==> config.mk <==
export PLATFORM = sky130hd
export DESIGN_NAME = sequence_detector_param
export DESIGN_NICKNAME = d
export VERILOG_FILES = /design/src/rtl/sequence_detector_param.sv
export SDC_FILE = /design/constraint.sdc
export NUM_CORES = 1
export LEC_CHECK = 0
export ABC_AREA = 1
export BUFFER_PORTS_ARGS = -buffer_cell sky130_fd_sc_hd__buf_2
export CAP_MARGIN = 30
export CORE_MARGIN = 3
export CORE_UTILIZATION = 57
export CTS_CLUSTER_SIZE = 40
export DETAILED_ROUTE_END_ITERATION = 8
export PLACE_DENSITY_LB_ADDON = 0.05
export SYNTH_ARGS = -nofsm -noshare
export SYNTH_HDL_FRONTEND = slang
export SYNTH_SLANG_ARGS = --single-unit
==> constraint.sdc <==
create_clock -name clock -period 2.7 [get_ports clock]
set_input_delay 0.135 -clock clock [delete_from_list [all_inputs] [get_ports clock]]
set_output_delay 0.135 -clock clock [all_outputs]
set_load 0.02 [all_outputs]
==> src/rtl/sequence_detector_param.sv <==
`timescale 1ns/1ps
// -----------------------------------------------------------------------------
// sequence_detector_param
//
// Serial pattern detector with a runtime-programmable pattern of 1..MAX_LEN
// bits. It supports overlapping and non-overlapping detection, an input-valid
// qualifier and a saturating match counter. A match raises detector_out for
// exactly one cycle, on the same edge that samples the completing bit.
//
// Ports:
//   clock        rising-edge clock
//   reset_n      synchronous active-low reset; clears all state and config
//   sequence_in  serial data bit
//   in_valid     sequence_in is sampled only when this is 1
//   cfg_load     latches pattern / pattern_len / overlap_en and clears history
//   pattern      pattern bits; pattern[len-1] is received first, pattern[0] last
//   pattern_len  pattern length in bits (0 disables the detector)
//   overlap_en   1 = overlapping detection, 0 = non-overlapping
//   count_clear  synchronous clear of match_count; wins over a simultaneous match
//   detector_out registered one-cycle match pulse
//   match_count  saturating count of matches
//   cfg_err      the last loaded pattern_len was 0 or larger than MAX_LEN
// -----------------------------------------------------------------------------
module sequence_detector_param #(
    parameter int MAX_LEN = 8,
    parameter int LEN_W   = 4,
    parameter int CNT_W   = 16
) (
    input  logic               clock,
    input  logic               reset_n,
    input  logic               sequence_in,
    input  logic               in_valid,
    input  logic               cfg_load,
    input  logic [MAX_LEN-1:0] pattern,
    input  logic [LEN_W-1:0]   pattern_len,
    input  logic               overlap_en,
    input  logic               count_clear,
    output logic               detector_out,
    output logic [CNT_W-1:0]   match_count,
    output logic               cfg_err
);

    localparam logic [LEN_W-1:0] MAX_LEN_L = LEN_W'(MAX_LEN);

    logic [MAX_LEN-1:0] pattern_q, pattern_d;
    logic [LEN_W-1:0]   len_q, len_d;
    logic               overlap_q, overlap_d;
    logic [MAX_LEN-1:0] hist_q, hist_d;
    logic [LEN_W-1:0]   fill_q, fill_d;
    logic               det_q, det_d;
    logic [CNT_W-1:0]   count_q, count_d;
    logic               cfg_err_q, cfg_err_d;

    logic [MAX_LEN-1:0] hist_shift;
    logic [LEN_W-1:0]   fill_inc;
    logic [MAX_LEN-1:0] len_mask;
    logic               match;

    // Candidate history/fill values for a valid sample, plus the match test on
    // those shifted-in values so the pulse lands on the completing edge.
    // Only the low len bits take part in the comparison.
    always_comb begin
        hist_shift = {hist_q[MAX_LEN-2:0], sequence_in};
        fill_inc   = (fill_q < MAX_LEN_L) ? fill_q + 1'b1 : fill_q;
        len_mask   = '0;
        for (int i = 0; i < MAX_LEN; i++) begin
            len_mask[i] = (i < int'(len_q));
        end
        match = (len_q != '0) && (fill_inc >= len_q) &&
                (((hist_shift ^ pattern_q) & len_mask) == '0);
    end

    // Next-state logic. cfg_load takes precedence over a valid sample, and
    // count_clear overrides any increment made in the same cycle.
    always_comb begin
        pattern_d = pattern_q;
        len_d     = len_q;
        overlap_d = overlap_q;
        hist_d    = hist_q;
        fill_d    = fill_q;
        det_d     = 1'b0;
        count_d   = count_q;
        cfg_err_d = cfg_err_q;

        if (cfg_load) begin
            pattern_d = pattern;
            overlap_d = overlap_en;
            hist_d    = '0;
            fill_d    = '0;
            if (pattern_len == '0) begin
                len_d     = '0;
                cfg_err_d = 1'b1;
            end else if (pattern_len > MAX_LEN_L) begin
                len_d     = MAX_LEN_L;
                cfg_err_d = 1'b1;
            end else begin
                len_d     = pattern_len;
                cfg_err_d = 1'b0;
            end
        end else if (in_valid) begin
            hist_d = hist_shift;
            fill_d = fill_inc;
            if (match) begin
                det_d = 1'b1;
                if (count_q != '1) begin
                    count_d = count_q + 1'b1;
                end
                // Non-overlapping mode needs len fresh bits for the next match.
                if (!overlap_q) begin
                    fill_d = '0;
                end
            end
        end

        if (count_clear) begin
            count_d = '0;
        end
    end

    always_ff @(posedge clock) begin
        if (!reset_n) begin
            pattern_q <= '0;
            len_q     <= '0;
            overlap_q <= 1'b0;
            hist_q    <= '0;
            fill_q    <= '0;
            det_q     <= 1'b0;
            count_q   <= '0;
            cfg_err_q <= 1'b0;
        end else begin
            pattern_q <= pattern_d;
            len_q     <= len_d;
            overlap_q <= overlap_d;
            hist_q    <= hist_d;
            fill_q    <= fill_d;
            det_q     <= det_d;
            count_q   <= count_d;
            cfg_err_q <= cfg_err_d;
        end
    end

    assign detector_out = det_q;
    assign match_count  = count_q;
    assign cfg_err      = cfg_err_q;

endmodule

# ---- After elaboration in Yosys (flattened, before gate mapping)
# Cells that the tools add are included.
# Widths: inputs -> output; s select.
dict set report totals {
  out_inout_bits 18
  word_cells 44
  ff_bits 42
}
dict set report op_classes {
  reduce_logical 9
  magnitude_cmp 11
  n_eq_ne 1
  addsub 2
  mux 8
  bitwise 5
}
# cell n
set ops {}
lappend ops {{$mux 4} 5}
lappend ops {{$add 16x1->16 const B} 1}
lappend ops {{$lt 3x4->1 const A} 4}
lappend ops {{$ne 16x16->1 const B} 1}
lappend ops {{$and 8x8->8} 1}
lappend ops {{$logic_not 8->1} 1}
lappend ops {{$lt 1x4->1 const A} 2}
lappend ops {{$lt 2x4->1 const A} 2}
lappend ops {{$xor 8x8->8} 1}
lappend ops {{$add 4x1->4 const B} 1}
lappend ops {{$ge 4x4->1} 1}
lappend ops {{$gt 4x4->1 const B} 1}
lappend ops {{$logic_not 4->1} 1}
lappend ops {{$lt 4x4->1 const B} 1}
lappend ops {{$reduce_and 4->1} 1}
lappend ops {{$reduce_bool 4->1} 1}
lappend ops {{$reduce_or 2->1} 2}
lappend ops {{$mux 1} 3}
lappend ops {{$not 1->1} 3}
lappend ops {{$reduce_or 3->1} 1}
lappend ops {{$logic_and 1x1->1} 2}

# ---- Longest topological paths before layout
# Gate-level depths: netlist of the first run.
dict set report depth {
  depth_word 6
  depth_mapped 15
  mapped_depth_nobuf 14
}

# ---- Least setup slack after synthesis of the first run
# Ideal clock, no wire load.
dict set report synth_timing {
  path_kind {reg-to-reg}
  from {register fill_q[0]}
  to {register count_q[12] (netlist: match_count[12])}
  stages_incl_launch_ff 14
  arrival_ns 1.846
  synth_period_minus_slack_ns 1.956
  setup_slack_ns 0.744
  setup_ns 0.110
  cell_sequence {dfxtp_1 -> ha_1 -> inv_1 -> o21ai_0 -> ha_1 -> nand2_1 -> nor2_1 -> nand3b_1 -> nand2_4 -> nor2_8 -> buf_8 -> nand4_1 -> nand2_1 -> nor2_1}
}
dict set report synth_between {
  elab_chain_len 6
  elab_cells_between_ends 7
}
# item line
set synth_rtl {}
lappend synth_rtl {{start, declared} 49} ;# logic [LEN_W-1:0] fill_q, fill_d;
lappend synth_rtl {{start signal, assigned} 135} ;# fill_q <= fill_d;
lappend synth_rtl {{$add 4x1->4 / $lt 4x4->1 (equally long branches)} 64} ;# fill_inc = (fill_q < MAX_LEN_L) ? fill_q + 1'b1 : fill_q;
lappend synth_rtl {{$mux 4 *} 64}
lappend synth_rtl {{$ge 4x4->1 *} 69} ;# match = (len_q != '0) && (fill_inc >= len_q) &&
lappend synth_rtl {{$logic_and 1x1->1 * (2 in a row)} 69}
lappend synth_rtl {{$reduce_and 4->1 (no line) *} --}
lappend synth_rtl {{end signal, assigned} 137} ;# count_q <= count_d;
lappend synth_rtl {{end, declared} 51} ;# logic [CNT_W-1:0] count_q, count_d;
# Mark *: on every way between the ends. The rest lies on a longest branch, timed or not.
# A chain may end at the register's enable or synchronous reset.

# ---- Worst setup path in the final report of the first run
dict set report layout_timing {
  from {register fill_q[0]}
  to {register count_q[13] (netlist: match_count[13])}
}
# The elaborated chain is that of the path after synthesis.

==> results of run 1 <==
==> cell type report <==
type | instances | area [µm²]
inverters | 77 | 289.0
multi-input cells | 271 | 1400
fillers | 393 | 1271
clock inverters | 2 | 60.06
clock buffers | 6 | 82.58
repair buffers | 38 | 195.2
well taps | 50 | 62.56
flip-flops and latches | 42 | 840.8
==> registers in the layout, summed over array words and instances (netlist names) <==
signal and flops:
cfg_err 1, fill_q 4, detector_out 1, pattern_q 8, len_q 4, hist_q 7
overlap_q 1, match_count 16
==> layer usage <==
| metal | up-vias | global-route usage | part of all wire |
|---|---|---|---|
| met3 | 13 | 0.03830 | 0.049 |
| li1 | 1342 | - | - |
| met5 | - | 0 | 0 |
| met1 | 1105 | 0.3342 | 0.49 |
| met4 | 0 | 0.09054 | 0.014 |
| met2 | 86 | 0.3740 | 0.44 |
==> placed cells by master, fill, tap and decap left out, drive strengths merged <==
cell type  netlist  final
nand3b           2      2
a211oi           1      1
nand3           16     16
nor4             1      1
xnor2            1      1
a32o             1      1
xor2             5      5
ha               6      6
a21oi           20     20
clkbuf           6      6
nor3             7      7
buf              6     38
dfxtp           42     42
inv             77     77
o21ai           20     20
bufinv           0      2
nand2          106    106
nor2            53     53
nand4           32     32
==> worst max-delay path by stage <==
stage | slack (ns) | startpoint | endpoint
2_1_floorplan | 0.74 | fill_q[0] | match_count[12]
3_3_place_gp | 0.58 | fill_q[0] | fill_q[1]
3_5_place_dp | 0.49 | fill_q[0] | fill_q[2]
4_1_cts | 0.47 | fill_q[0] | match_count[13]
5_1_grt | 0.21 | fill_q[0] | match_count[8]
6_report | 0.46 | fill_q[0] | match_count[13]
==> kinds of logic after synthesis <==
| logic type | count (synthesis) |
|---|---|
| xor gates and xnor gates | 6 |
| and+or+nand+nor | 217 |
| DFF | 42 |
| buffers and inverters | 89 |
| AOI/OAI and AO/OA | 42 |
| adders and majority gates | 6 |
==> power by group through the flow <==
stage | Clock (mW) | Combinational [mW] | Sequential (mW)
floorplan | 0 | 0.174 | 0.667
global placement | 0 | 0.213 | 0.667
detailed placement | 0 | 0.218 | 0.668
CTS | 0.624 | 0.220 | 0.653
global route | 0.651 | 0.246 | 0.656
finish | 0.619 | 0.219 | 0.653
==> metrics by stage <==
stage,hold WS [ns],instances,setup slack (ns),utilization,instance area [µm²]
finish,0.06430,486,0.4606,0.6974,2930
global placement,0.3618,478,0.5750,0.6635,2788
detailed placement,0.3796,478,0.4867,0.6635,2788
global route,0.07472,486,0.2129,0.6974,2930
CTS,0.07104,486,0.4699,0.6974,2930
floorplan,0.2699,402,0.7445,-,2614
==> worst reg2reg max path, delay by kind of cell, from the launching register on <==
kind                     cells  cell delay (ns)
flip-flops                   1             0.35
AND/OR/NAND/NOR              9             1.00
adder cells (fa/ha/maj)      2             0.62
buffers and inverters        2             0.10
AO/OA/AOI/OAI                1             0.11
==> flow_metrics.py, run 1 <==
metrics = {
    "synth": {
        "synth_top_area_cell": "dfxtp_1",
        "synthesis.nets": 427,
        "yosysTopAreaCellShare": 0.3217,
        "synth_most_common_cell": "nand2_1",
        "synthTopCellsByCount": "nand2_1, inv_1, nor2_1, dfxtp_1, nand4_1",
        "synth_edf_count": 0,
        "synth_area_mm2": 0.002614,
        "synthXorXnorAreaFrac": 0.02011,
        "ys_seq_area_frac": 0.3217,
        "synth_top_family_by_area": "simple AND/OR/NAND/NOR gates",
        "yosysWarnings": 0,
        "synthCells": 402,
        "synthAdderAreaFrac": 0.02872,
        "synth_compound_area_frac": 0.08329,
        "synth_top_flop_cell": "dfxtp_1",
        "synth-simple-area-share": 0.4035,
        "synthTopCellsByArea": "dfxtp_1, nand2_1, inv_1, nand4_1, nor2_1",
        "syn_area_per_cell_um2": 6.502,
        "ys_seq_elements": 42,
        "synthMuxAreaShare": 0,
        "async_flop_share": 0,
        "synth.distinct_cells": 32,
    },
    "run": {
        "max_cap_viol_count": 0,
    },
    "worst_setup_path": {
        "cp-start-kind": "flop",
        "r2r_setup_slack_ns": 0.46,
        "r2r_cells": 14,
        "reg2reg_from": "fill_q[0]",
        "cpPeakStageDelay_ns": 0.35,
        "endpoint_kind": "flop",
        "critPathRequiredTime_ns": 2.94,
        "critical_path_buf_inv_count": 2,
        "crit_fanout": 12,
        "cp_data_arrival_time_ns": 2.48,
        "cp_common_cell": "nand2_1",
        "crit_family": "simple AND/OR/NAND/NOR gates",
        "crit_type": "flop to flop",
        "r2r-end": "match_count[13]",
        "path_depth": 14,
        "worst_path_max_delay_cell": "dfxtp_1",
        "path_cells": "ha_1 > inv_1 > o21ai_0 > ha_1 > nand2_1 > nand2_1 > nand2_1 > nand2_1 > nor2_1 > nor2_4 > nand4_2 > nand2_1 > inv_1 > nor2_1",
    },
    "final_layout": {
        "drive_gt1_frac": 0.1537,
        "diodes": 0,
        "fin_nets": 460,
        "area_growth_pct": 12.11,
    },
    "power_and_ir_drop": {
        "combPwrFrac": 0.147,
        "leakagePower_nw": 1.384,
        "p_int_mw": 1.104,
        "seqPwrFrac": 0.438,
        "p_switching_mw": 0.3872,
        "clkPwrFrac": 0.415,
        "sw_frac_of_total": 0.2597,
        "peakVddDrop_v": 0.0002450,
        "power_mw": 1.491,
        "p_per_area_mw_per_mm2": 508.8,
    },
    "route": {
        "via_per_inst": 5.239,
        "drc": 0,
        "ant_nets": 0,
        "num_vias": 2546,
        "drt_first_pass_iters": 5,
        "avgRoutedWirePerCell_um": 12.53,
        "first_iter_violations": 163,
        "wirelength_um": 6089,
    },
    "clock_tree": {
        "cts_buffer_depth": 2,
        "cts_setup_buffers": 0,
        "cts_resized": 0,
        "cts_root_buf": "clkbuf_8",
        "htree_levels": 2,
        "path_clk_slew_ns": 0.08,
        "clkSinkCount": 42,
        "cts_hold_buf": 0,
        "clock_latency_ns": 0.30,
        "cts_tree": "done",
        "cts_buffers": 5,
    },
    "grt": {
        "grt_pass1_wl_um": 10320,
        "grt_use_total": 0.2412,
        "antenna_found_initial": 0,
        "grt_pass1_vias": 2285,
        "gr-total-overflow": 0,
        "grt_max_degree": 29,
    },
    "floorplan": {
        "die_y_um": 73.72,
        "die_w_um": 73.72,
        "core_mm2": 0.004202,
        "start_util": 0.6221,
        "pin_count": 37,
        "die-area_mm2": 0.005434,
        "std_cell_rows": 23,
    },
    "place": {
        "globalplace.congestion": 0.8586,
        "io_buffer_count": 36,
        "hpwl_um": 4430,
    },
    "hold_path": {
        "min-delay-path-class": "primary input to flop",
        "min_from": "pattern[0]",
        "hold_depth": 3,
        "min_delay_worst_endpoint": "pattern_q[0]",
    },
    "sta": {
        "setup-tns-final_ns": 0,
        "max_slew_margin": 0.6404,
        "final_hold_viol_count": 0,
        "min_period_ns": 2.239,
        "fin_skew_ns": 0.006062,
        "maxSlewViolCount": 0,
        "finalSetupViolCount": 0,
        "fmax_mhz": 446.6,
        "rsz0062_at_grt": "no",
        "tightest_slew_ns": 0.5374,
        "period_share": 0.8294,
    },
    "outcome": {
        "status": "finished clean",
    },
}
Note: power is estimated with default switching activity, not from simulation.
==> inputs of run 2 (changes only) <==
==> constraint.sdc (replaced) <==
create_clock -name clock -period 2.3 [get_ports clock]
set_input_delay 0.115 -clock clock [delete_from_list [all_inputs] [get_ports clock]]
set_output_delay 0.115 -clock clock [all_outputs]
set_load 0.02 [all_outputs]
==> run 2 against run 1 <==
  * Maximum frequency increased by 6.1%
  * Critical path depth increased by 1
  * Non-clock buffer count increased by 2
  * Worst setup slack got worse by 0.27 ns
  * Sequential power increased by 17%
  * Register-to-register slack got worse by 0.27 ns
  * Utilization decreased by 0.42 points
  * Final cell count increased by 0.62%
  * Critical path type unchanged
  * Largest power group unchanged
==> flow_metrics.py, run 2 (same netlist as run 1, synthesis figures left out) <==
metrics = {
    "outcome": {
        "status": "finished clean",
    },
    "power_and_ir_drop": {
        "peakVddDrop_v": 0.0003352,
        "clkPwrFrac": 0.324,
        "p_int_mw": 1.082,
        "power_mw": 1.540,
        "seqPwrFrac": 0.498,
        "p_switching_mw": 0.4574,
        "combPwrFrac": 0.178,
        "leakagePower_nw": 1.376,
        "p_per_area_mw_per_mm2": 528.7,
        "sw_frac_of_total": 0.2971,
    },
    "clock_tree": {
        "clkSinkCount": 42,
        "cts_buffer_depth": 2,
        "cts_root_buf": "clkbuf_8",
        "path_clk_slew_ns": 0.08,
        "cts_tree": "done",
        "cts_resized": 0,
        "htree_levels": 2,
        "cts_hold_buf": 0,
        "clock_latency_ns": 0.30,
        "cts_setup_buffers": 0,
        "cts_buffers": 5,
    },
    "sta": {
        "tightest_slew_ns": 0.5400,
        "finalSetupViolCount": 0,
        "rsz0062_at_grt": "yes",
        "fin_skew_ns": 0.008049,
        "fin_ws_ns": 0.1885,
        "fmax_mhz": 473.6,
        "maxSlewViolCount": 0,
        "final_hold_viol_count": 0,
        "max_slew_margin": 0.6387,
        "min_period_ns": 2.112,
        "period_share": 0.9181,
    },
    "floorplan": {
        "die-area_mm2": 0.005434,
        "core_mm2": 0.004202,
        "std_cell_rows": 23,
        "start_util": 0.6221,
        "die_y_um": 73.72,
        "die_w_um": 73.72,
        "pin_count": 37,
    },
    "final_layout": {
        "diodes": 0,
        "mostFrequentLayoutCells": "nand2_1, inv_1, nor2_1, dfxtp_1, buf_2",
        "final_common_cell": "nand2_1",
        "multi_input_area_mm2": 0.001419,
        "fin_nets": 463,
        "area_growth_pct": 11.44,
        "largest_register_ffs": 16,
        "drive_gt1_frac": 0.1595,
        "nFillCells": 373,
        "regArea_um2": 840.8,
    },
    "route": {
        "ant_nets": 0,
        "drt_first_pass_iters": 4,
        "wirelength_um": 6090,
        "via_per_inst": 5.344,
        "avgRoutedWirePerCell_um": 12.45,
        "first_iter_violations": 249,
        "drc": 0,
        "num_vias": 2613,
    },
    "worst_setup_path": {
        "crit_type": "flop to flop",
        "cp_common_cell": "nand2_1",
        "crit_start": "fill_q[0]",
        "worst_path_max_delay_cell": "dfxtp_1",
        "crit_fanout": 7,
        "endpoint_kind": "flop",
        "reg2reg_from": "fill_q[0]",
        "cp-start-kind": "flop",
        "cpPeakStageDelay_ns": 0.35,
        "path_cells": "ha_1 > inv_1 > o21ai_1 > ha_1 > nand2_1 > nand2_1 > nand2_1 > nand2_1 > nor2_1 > nor2_4 > buf_4 > nand4_1 > nand2_1 > inv_1 > nor2_1",
        "critical_path_buf_inv_count": 3,
        "r2r_setup_slack_ns": 0.19,
        "r2r-end": "match_count[10]",
        "r2r_cells": 15,
        "cp_data_arrival_time_ns": 2.31,
        "critPathRequiredTime_ns": 2.50,
        "crit_family": "simple AND/OR/NAND/NOR gates",
    },
    "grt": {
        "grt_pass1_wl_um": 10290,
        "grt_pass1_vias": 2286,
        "antenna_found_initial": 0,
        "gr-total-overflow": 0,
        "grt_use_total": 0.2386,
        "grt_max_degree": 29,
    },
    "place": {
        "hpwl_um": 4414,
        "post-place-ws_ns": 0.09694,
        "globalplace.congestion": 0.8740,
        "io_buffer_count": 36,
    },
    "hold_path": {
        "hold_depth": 3,
        "min_delay_worst_endpoint": "pattern_q[0]",
        "min-delay-path-class": "primary input to flop",
        "min_from": "pattern[0]",
    },
    "run": {
        "max_cap_viol_count": 0,
    },
}
-- run 2: cell types whose count changed in the layout (fill, tap and decap cells not counted), sizes merged --
cell / change
clkinv: +1
bufinv: -2
clkbuf: +1
nor2: +1
buf: +2
-- run 2: stage by stage --
stage	setup TNS (ns)	std cells	area, µm²	util	hold WS [ns]
finish	0	489	2913	0.6933	0.04199
global route	-0.009182	489	2913	0.6933	0.05674
global placement	0	480	2803	0.6671	0.3412
CTS	0	488	2894	0.6888	0.03789
detailed placement	0	480	2803	0.6671	0.3487
floorplan	0	402	2614	-	0.2499
-- run 2: metal layers --
| layer | wire, µm | track usage |
|---|---|---|
| met1 | 2949 | 0.3466 |
| met2 | 2699 | 0.3632 |
| met3 | 373 | 0.04104 |
| met4 | 67 | 0.06036 |
| met5 | 0 | 0 |
-- run 2: how the worst max path moves through the flow --
| stage | end | slack, ns | cells past startpoint |
|---|---|---|---|
| CTS | fill_q[0] | 0.09 | 12 |
| detailed placement | fill_q[0] | 0.1 | 12 |
| global route | match_count[10] | -0.007 | 15 |
| floorplan | match_count[12] | 0.34 | 13 |
| finish | match_count[10] | 0.19 | 15 |
| global placement | fill_q[2] | 0.17 | 12 |
-- run 2: layout make-up --
cell class	instances	share of cell area
Clock buffer	7	0.02964
Clock inverter	1	0.001718
Timing Repair Buffer	40	0.07217
Sequential cell	42	0.2887
Multi-Input combinational cell	272	0.4871
Inverter	77	0.09923
Tap cell	50	0.02148
-- run 2: worst reg2reg max path: stages, from the launching register on --
cell     delay, ns
dfxtp_1       0.35
ha_1          0.29
inv_1         0.04
o21ai_1       0.17
ha_1          0.27
nand2_1       0.07
nand2_1       0.04
nand2_1       0.07
nand2_1       0.05
nor2_1        0.17
nor2_4        0.09
buf_4         0.17
nand4_1       0.08
nand2_1       0.07
inv_1         0.05
nor2_1        0.04
-- run 2: power by group through the flow --
stage	Combinational [mW]	Clock [mW]	Sequential [mW]
2_1_floorplan	0.205	0	0.783
3_3_place_gp	0.256	0	0.782
3_5_place_dp	0.260	0	0.783
4_1_cts	0.262	0.509	0.766
5_1_grt	0.306	0.541	0.769
6_report	0.274	0.500	0.766
==> inputs of run 3 (changes only) <==
--- a/config.mk
+++ b/config.mk
@@ -5,11 +5,12 @@
 export SDC_FILE = /design/constraint.sdc
 export NUM_CORES = 1
 export LEC_CHECK = 0
-export ABC_AREA = 1
 export BUFFER_PORTS_ARGS = -buffer_cell sky130_fd_sc_hd__buf_2
 export CAP_MARGIN = 30
+export CELL_PAD_IN_SITES_DETAIL_PLACEMENT = 2
+export CELL_PAD_IN_SITES_GLOBAL_PLACEMENT = 2
 export CORE_MARGIN = 3
-export CORE_UTILIZATION = 57
+export CORE_UTILIZATION = 34
 export CTS_CLUSTER_SIZE = 40
 export DETAILED_ROUTE_END_ITERATION = 8
 export PLACE_DENSITY_LB_ADDON = 0.05
==> run 3 against run 2 <==
  * The run now ends with setup timing left
  * Combinational power fell by 3%
  * Worst hold slack improved by 0.024 ns
  * Count of clock-buffer cells in the layout fell by 1
  * Critical path depth fell by 7
  * Critical endpoint is now match_count[1]
==> flow_metrics.py, run 3 <==
metrics = {
    "outcome": {
        "status": "finished, violations left",
        "violations": "setup timing",
    },
    "clock_tree": {
        "path_clk_slew_ns": 0.09,
        "clkSinkCount": 42,
        "cts_hold_buf": 0,
        "cts_tree": "done",
        "cts_buffers": 5,
        "clock_latency_ns": 0.31,
        "htree_levels": 2,
        "cts_buffer_depth": 2,
        "cts_root_buf": "clkbuf_8",
    },
    "worst_setup_path": {
        "r2r_cells": 8,
        "cp-start-kind": "flop",
        "crit_fanout": 5,
        "critPathRequiredTime_ns": 2.54,
        "endpoint_kind": "flop",
        "cp_data_arrival_time_ns": 2.59,
        "crit_type": "flop to flop",
    },
    "final_layout": {
        "stdcell_area_mm2": 0.002992,
        "diodes": 0,
        "final_common_cell": "dfxtp_1",
        "area_growth_pct": 29.59,
        "drive_gt1_frac": 0.2919,
        "largest_register_ffs": 16,
        "fin_nets": 322,
        "stdcell_count": 375,
        "mostFrequentLayoutCells": "dfxtp_1, buf_2, mux2i_1, nand2_1, nand2b_1",
        "nFillCells": 698,
    },
    "floorplan": {
        "pin_count": 37,
        "die-area_mm2": 0.007815,
        "die_y_um": 88.40,
        "start_util": 0.3574,
        "die_w_um": 88.40,
        "std_cell_rows": 29,
        "core_mm2": 0.006459,
    },
    "route": {
        "ant_nets": 0,
        "num_vias": 2016,
        "via_per_inst": 5.376,
        "wirelength_um": 6806,
        "drt_first_pass_iters": 4,
        "avgRoutedWirePerCell_um": 18.15,
        "drc": 0,
        "first_iter_violations": 21,
    },
    "sta": {
        "maxSlewViolCount": 0,
        "rsz0062_at_grt": "yes",
        "tightest_slew_ns": 0.4987,
        "fmax_mhz": 426.5,
        "finalSetupViolCount": 5,
        "fin_ws_ns": -0.04492,
        "final_hold_viol_count": 0,
        "max_slew_margin": 0.6675,
        "fin_skew_ns": 0.006471,
        "min_period_ns": 2.345,
        "period_share": 1.020,
    },
    "place": {
        "hpwl_um": 4490,
        "placedCellCount": 360,
        "io_buffer_count": 36,
        "globalplace.congestion": 0.6890,
        "placed_area_mm2": 0.002624,
    },
    "power_and_ir_drop": {
        "peakVddDrop_v": 0.0003699,
        "seqPwrFrac": 0.497,
        "sw_frac_of_total": 0.3000,
        "clkPwrFrac": 0.329,
        "leakagePower_nw": 1.176,
        "combPwrFrac": 0.174,
        "p_per_area_mw_per_mm2": 509.3,
        "p_int_mw": 1.067,
        "p_switching_mw": 0.4570,
    },
    "synth": {
        "yosysTopAreaCellShare": 0.3642,
        "synth_edf_count": 0,
        "ys_seq_elements": 42,
        "synth_most_common_cell": "dfxtp_1",
        "synthTopCellsByCount": "dfxtp_1, mux2i_1, nand2_1, nand2b_1, nor4_2",
        "synth_area_mm2": 0.002308,
        "syn_area_per_cell_um2": 9.197,
        "synth_top_area_cell": "dfxtp_1",
        "synthesis.nets": 276,
        "synth.distinct_cells": 38,
        "synth_top_flop_cell": "dfxtp_1",
        "ys_seq_area_frac": 0.3642,
        "synthTopCellsByArea": "dfxtp_1, mux2i_1, nor4_2, nand2b_1, nand2_1",
        "yosysWarnings": 0,
        "async_flop_share": 0,
        "synthCells": 251,
    },
    "grt": {
        "grt_use_total": 0.1812,
        "gr-total-overflow": 0,
        "grt_pass1_wl_um": 10870,
        "antenna_found_initial": 0,
        "grt_max_degree": 29,
        "grt_pass1_vias": 2108,
    },
    "hold_path": {
        "hold_depth": 3,
        "min-delay-path-class": "primary input to flop",
    },
    "run": {
        "max_cap_viol_count": 0,
    },
}
## run 3: layout make-up
cell class | count | area [µm²] | area share
inverters | 8 | 30.03 | 0.01004
clock buffers | 6 | 72.57 | 0.02426
repair buffers | 55 | 379.1 | 0.1267
well taps | 77 | 96.34 | 0.03220
multi-input cells | 185 | 1554 | 0.5194
flip-flops and latches | 42 | 845.8 | 0.2827
clock inverters | 2 | 13.76 | 0.004601
## run 3: kinds of logic after synthesis
kind of cell             count (synthesis)  synth area share
multiplexers                            33            0.1436
AO/OA/AOI/OAI                           27           0.07479
AND/OR/NAND/NOR                        108            0.2986
adder cells (fa/ha/maj)                  6           0.03252
buffers and inverters                   24           0.04445
XOR/XNOR                                11           0.04174
flip-flops                              42            0.3642
## run 3: power groups by stage
stage | Combinational [mW] | Clock, mW | Sequential [mW]
2_1_floorplan | 0.140 | 0 | 0.773
3_3_place_gp | 0.203 | 0 | 0.774
3_5_place_dp | 0.208 | 0 | 0.775
4_1_cts | 0.233 | 0.514 | 0.758
5_1_grt | 0.290 | 0.555 | 0.761
6_report | 0.266 | 0.501 | 0.757
## run 3: what timing repair did
item	CTS	global route
setup buffers	0	7
gates cloned	0	0
resized for setup	18	15
pin swaps	9	10
endpoints found under the setup margin	14	17
## run 3: worst paths after layout
kind,from,to,slack [ns]
worst min register to register,match_count[11],match_count[11],0.48
worst max-delay path,fill_q[0],match_count[1],-0.04
worst min-delay path,pattern[0],pattern_q[0],0.07
worst max register to register,fill_q[0],match_count[1],-0.04
## run 3: metal layers
layer	vias up	part of all wire	wire length, µm	GRT usage
met3	5	0.026	174	0.03073
li1	976	-	-	-
met1	1011	0.42	2831	0.2033
met5	-	0	0	0
met2	24	0.55	3749	0.3467
met4	0	0.0075	51	0.05357
## run 3: worst max-delay path, stage by stage (launching register included)
cell      delay, ns
dfxtp_2        0.35
ha_4           0.23
mux2_4         0.30
ha_4           0.26
a2111o_1       0.19
nand4_4        0.17
buf_12         0.19
or4_4          0.47
a21oi_1        0.13
## run 3: per-stage QoR
step | total power, mW | setup TNS [ns] | setup slack [ns] | util | hold slack (ns)
2_1_floorplan | 0.9126 | 0 | 0.03391 | - | 0.2432
3_3_place_gp | 0.9775 | 0 | 0.03812 | 0.4062 | 0.3717
3_5_place_dp | 0.9833 | -0.2191 | -0.05249 | 0.4062 | 0.3860
4_1_cts | 1.505 | -0.1032 | -0.03970 | 0.4392 | 0.05861
5_1_grt | 1.606 | -2.018 | -0.1985 | 0.4632 | 0.06684
6_report | 1.524 | -0.1332 | -0.04492 | 0.4632 | 0.06607
